`src/rtl/adiabatic_clk_seq.sv`:
```
// rtl/adiabatic_clk_seq.sv - four-phase trapezoidal power-clock sequencer for two-stage adiabatic cells
module adiabatic_clk_seq #(
  parameter int STEP_CYCLES = 4,
  parameter int LVL_W       = 3,
  parameter int CNT_W       = 8
) (
  input  logic             clk,
  input  logic             rst_n,
  input  logic             run,
  output logic             clkpos,
  output logic             clkneg,
  output logic             clkpos2,
  output logic             clkneg2,
  output logic [LVL_W-1:0] lvl1,
  output logic [LVL_W-1:0] lvl2,
  output logic             eval_valid,
  output logic             busy,
  output logic [CNT_W-1:0] cycle_cnt
);

  localparam int STEP_W = (STEP_CYCLES > 1) ? $clog2(STEP_CYCLES) : 1;
  localparam logic [STEP_W-1:0] STEP_LAST = STEP_W'(STEP_CYCLES - 1);

  // Stage encoding shared by both phases
  localparam logic [1:0] ST_IDLE = 2'd0;
  localparam logic [1:0] ST_RISE = 2'd1;
  localparam logic [1:0] ST_HOLD = 2'd2;
  localparam logic [1:0] ST_FALL = 2'd3;

  typedef enum logic {
    MODE_OFF = 1'b0,
    MODE_RUN = 1'b1
  } mode_t;

  mode_t             mode, mode_nxt;
  logic [1:0]        idx, idx_nxt;
  logic [STEP_W-1:0] step, step_nxt;
  logic [CNT_W-1:0]  cnt, cnt_nxt;

  // Decoded boundaries of the registered state
  logic step_end;
  logic eval_now;
  logic [1:0] st1;
  logic [1:0] st2;

  assign step_end = (step == STEP_LAST);
  assign eval_now = (mode == MODE_RUN) && (idx == ST_FALL) && step_end;

  // Phase 2 trails phase 1 by one stage: (idx + 3) mod 4 is idx - 1 in two bits
  assign st1 = (mode == MODE_RUN) ? idx : ST_IDLE;
  assign st2 = (mode == MODE_RUN) ? (idx - 2'd1) : ST_IDLE;

  // Ramp level for a stage at a given step within that stage
  function automatic logic [LVL_W-1:0] level_of(input logic [1:0] st, input logic [STEP_W-1:0] k);
    logic [LVL_W-1:0] kw;
    kw = LVL_W'(k);
    case (st)
      ST_RISE: level_of = kw + LVL_W'(1);
      ST_HOLD: level_of = LVL_W'(STEP_CYCLES);
      ST_FALL: level_of = LVL_W'(STEP_CYCLES - 1) - kw;
      default: level_of = '0;
    endcase
  endfunction

  // State register: mode, stage index, step within stage, evaluate counter
  always_ff @(posedge clk or negedge rst_n) begin
    if (!rst_n) begin
      mode <= MODE_OFF;
      idx  <= ST_IDLE;
      step <= '0;
      cnt  <= '0;
    end else begin
      mode <= mode_nxt;
      idx  <= idx_nxt;
      step <= step_nxt;
      cnt  <= cnt_nxt;
    end
  end

  // Next state: run is only looked at from OFF or at the end of the IDLE stage,
  // the one point where both phases sit at level 0
  always_comb begin
    mode_nxt = mode;
    idx_nxt  = idx;
    step_nxt = step;
    cnt_nxt  = cnt;

    case (mode)
      MODE_OFF: begin
        if (run) begin
          mode_nxt = MODE_RUN;
          idx_nxt  = ST_RISE;
          step_nxt = '0;
        end
      end
      MODE_RUN: begin
        if (step_end) begin
          step_nxt = '0;
          if (idx == ST_IDLE) begin
            if (run) begin
              idx_nxt = ST_RISE;
            end else begin
              mode_nxt = MODE_OFF;
              idx_nxt  = ST_IDLE;
            end
          end else begin
            idx_nxt = idx + 2'd1;
          end
        end else begin
          step_nxt = step + STEP_W'(1);
        end
      end
      default: begin
        mode_nxt = MODE_OFF;
        idx_nxt  = ST_IDLE;
        step_nxt = '0;
      end
    endcase

    if (eval_now) begin
      cnt_nxt = cnt + CNT_W'(1);
    end
  end

  // Moore outputs decoded from the registered state only
  always_comb begin
    clkpos     = (st1 == ST_HOLD);
    clkneg     = ~(st1 == ST_HOLD);
    clkpos2    = (st2 == ST_HOLD);
    clkneg2    = ~(st2 == ST_HOLD);
    lvl1       = level_of(st1, step);
    lvl2       = level_of(st2, step);
    eval_valid = eval_now;
    busy       = (mode != MODE_OFF);
    cycle_cnt  = cnt;
  end

endmodule

```
`config.mk`:
```
export PLATFORM = sky130hd
export DESIGN_NAME = adiabatic_clk_seq
export DESIGN_NICKNAME = d
export VERILOG_FILES = /design/src/rtl/adiabatic_clk_seq.sv
export SDC_FILE = /design/constraint.sdc
export NUM_CORES = 1
export LEC_CHECK = 0
export CAP_MARGIN = 5
export CORE_MARGIN = 2
export CORE_UTILIZATION = 44
export DETAILED_ROUTE_END_ITERATION = 10
export GPL_ROUTABILITY_DRIVEN = 1
export PLACE_DENSITY = 0.75
export SKIP_CTS_REPAIR_TIMING = 1
export SLEW_MARGIN = 10
export SYNTH_ARGS = -nofsm -noshare
export SYNTH_HDL_FRONTEND = slang
export SYNTH_SLANG_ARGS = --single-unit
```
`constraint.sdc`:
```
create_clock -name clk -period 2.2 [get_ports clk]
set_input_delay 0.55 -clock clk [delete_from_list [all_inputs] [get_ports clk]]
set_output_delay 0.55 -clock clk [all_outputs]
set_load 0.02 [all_outputs]
```
==> results.sh <==
export IMPL_status="finished clean"
export IMPL_slew_limit_headroom_pct=60.26
export IMPL_crit_end="clkneg"
export IMPL_skew_ns=0.001379
export IMPL_hold_ws_ns=0.4645
export IMPL_drt_antenna_violating_nets=0
export IMPL_grt_max_degree=16
export IMPL_clk_pin_slew_ns=0.07
export IMPL_swShare_pct=44.21
export IMPL_gp_congestion=0.7338
export IMPL_slew_violations=0
export IMPL_fin_ws_ns=0.08320
export IMPL_power_mw=1.665
export IMPL_cp_end_kind="output port"
export IMPL_yosysMostFrequentCell="nand2_1"
export IMPL_layout_min_cycle_time_ns=2.117
export IMPL_cp_start_kind="register"
export IMPL_fin_crit_sh_pct=96.22
export IMPL_yosysTopAreaCellShare_pct=44.37
export IMPL_fin_area_um2=1081
export IMPL_final_nets=121
export IMPL_cts_tree="built"
export IMPL_stdcell_count=129
export IMPL_synth_edf_count=0
export IMPL_cp_startpoint="busy"
export IMPL_die_area_um2=2009
export IMPL_place_hpwl_mm=1.231
export IMPL_p_seq_share_pct=22.5
export IMPL_routed_wl_mm=1.599
export IMPL_vias=642
export IMPL_report_final_hold_viol_count=0
export IMPL_leakagePower_nw=0.6166
export IMPL_post_dp_cell_area_um2=1030
export IMPL_ir_worst_vdd_mv=1.028
export IMPL_switchingPower_uw=736.3
export IMPL_r2r_cells=6
export IMPL_grt_pass1_wl_mm=2.649
export IMPL_core_area_um2=1541
export IMPL_fin_util_pct=70.13
export IMPL_synth_nets=87
export IMPL_drive_above_1_share_pct=17.70
export IMPL_overflow=0
export IMPL_die_h_um=44.82
export IMPL_ys_types=26
export IMPL_fmax_mhz=472.4
export IMPL_viasPerCell=4.977
export IMPL_port_buffers=22
export IMPL_die_x_um=44.82
export IMPL_power_internal_uw=929.1
export IMPL_clkPwrFrac_pct=8.7
export IMPL_htree_levels=1
export IMPL_area_growth_pct=47.44
export IMPL_placedCellCount=125
export IMPL_fill_cells=130
export IMPL_root_buffer="clkbuf_4"
export IMPL_synthArstFlopShare_pct=100.0
export IMPL_firstDrtPassIters=4
export IMPL_antenna_found_initial=0
export IMPL_synth_main_ff_cell="dfrtp_1"
export IMPL_cellPowerDensity_nw_per_um2=1541
export IMPL_rows=14
export IMPL_synth_common_cells="14 x nand2_1, 13 x dfrtp_1, 7 x inv_1, 7 x nor2_1"
export IMPL_maxCapViolCount=0
export IMPL_critPathKind="reg -> out"
export IMPL_route_detailed_drc=0
export IMPL_synthCells=80
export IMPL_grt_util_all_layers_pct=18.24
export IMPL_synth_area_um2=733.2
export IMPL_cp_max_fo=15
export IMPL_cts_buffers=3
export IMPL_fin_setup_tns_ns=0
export IMPL_synth_top_area_cell="dfrtp_1"
export IMPL_r2r_slack_ns=0.76
export IMPL_grt_pass1_vias=625
export IMPL_syn_avg_cell_area_um2=9.165
export IMPL_clock_path_buffers=2
export IMPL_seq_area_frac_synth_pct=44.37
export IMPL_insertion_delay_ns=0.27
export IMPL_ys_top_cells_by_area="dfrtp_1 44%, nand2_1 7.2%, ha_1 6.8%"
export IMPL_reg2reg_to="cycle_cnt[7]"
export IMPL_crit_arrival_ns=1.57
export IMPL_grt_setup_unrepaired="false"
export IMPL_power_frac_comb_pct=68.8
export IMPL_diodes=0
export IMPL_setup_viol_count_final=0
export IMPL_required_ns=1.65
export IMPL_regArea_um2=325.3
export IMPL_ys_ff_latch=13
export IMPL_ys_warn_count=0
export IMPL_wire_per_inst_um=12.40
export IMPL_drt_iter0_drc=4
export IMPL_min_path_type="reg -> reg"
export IMPL_dp_slack_ns=-0.08023
export IMPL_clock_sinks=13
export IMPL_multi_input_area_um2=385.4
export IMPL_initial_utilization_pct=47.56
export IMPL_r2r_start="idx[0]"
export IMPL_max_slew_worst_pin_slew_ns=0.5942
export IMPL_io_pin_count=23
flip-flops by register name, indices dropped and copies added (netlist names):
name and cells:
step 2, cycle_cnt 8, busy 1, idx 2
area by class of cell:
cell class | count | area share (%)
inverters | 7 | 2.431
clock buffers | 4 | 2.431
repair buffers | 31 | 27.55
flip-flops and latches | 13 | 30.09
multi-input cells | 58 | 35.65
well taps | 16 | 1.852
cell families after synthesis:
family	after synthesis	share of synthesized area (%)
XOR/XNOR	7	8.362
adder cells (fa/ha/maj)	4	6.826
buffers and inverters	9	5.120
flip-flops	13	44.37
AND/OR/NAND/NOR	34	22.53
multiplexers	2	2.901
AO/OA/AOI/OAI	11	9.896
per-layer routing:
layer	global-route usage [%]	part of all wire [%]	up-vias
met5	0	0	-
li1	-	-	330
met2	28.12	52	9
met1	23.29	45	303
met4	5.294	0	0
met3	8.000	3.7	0
how the worst min path moves through the flow:
| stage | cells past startpoint | end | start |
|---|---|---|---|
| after floorplan | 0 | busy | rst_n |
| after global placement | 1 | cycle_cnt[7] | cycle_cnt[7] |
| after detailed placement | 1 | cycle_cnt[7] | cycle_cnt[7] |
| after CTS | 1 | cycle_cnt[7] | cycle_cnt[7] |
| after global routing | 1 | cycle_cnt[7] | cycle_cnt[7] |
| final | 1 | cycle_cnt[7] | cycle_cnt[7] |
cell usage in the layout (no fill, tap or decap):
master / n
nand2_1: 14
xnor2_1: 4
a21boi_0: 2
o31ai_1: 2
buf_4: 9
nand2b_1: 1
xor2_1: 3
nor4_2: 1
mux2i_1: 1
ha_2: 1
ha_1: 2
a211oi_1: 1
or2_2: 1
clkbuf_1: 1
ha_4: 1
nand3_2: 1
nor2_1: 7
clkbuf_4: 3
a21oi_1: 2
mux2_2: 1
nand3b_1: 1
and2_1: 1
nor3_1: 2
clkbuf_2: 2
dfrtp_1: 13
clkdlybuf4s50_1: 12
nand3_1: 3
nand4_1: 2
o21ai_0: 2
a21o_1: 2
inv_1: 7
dlymetal6s2s_1: 8
critical path: stages (launching register included):
cell and delay (ns):
dfrtp_1 0.38, buf_4 0.19, nand3_1 0.11, clkdlybuf4s50_1 0.61
power groups by stage:
stage	clock [mW]	combinational, mW	sequential [mW]
after floorplan	0	0.593	0.433
after global placement	0	1.14	0.375
after detailed placement	0	1.16	0.379
after CTS	0.152	1.17	0.374
after global routing	0.162	1.26	0.386
final	0.144	1.15	0.375
Note: power is estimated with default switching activity, not from simulation.
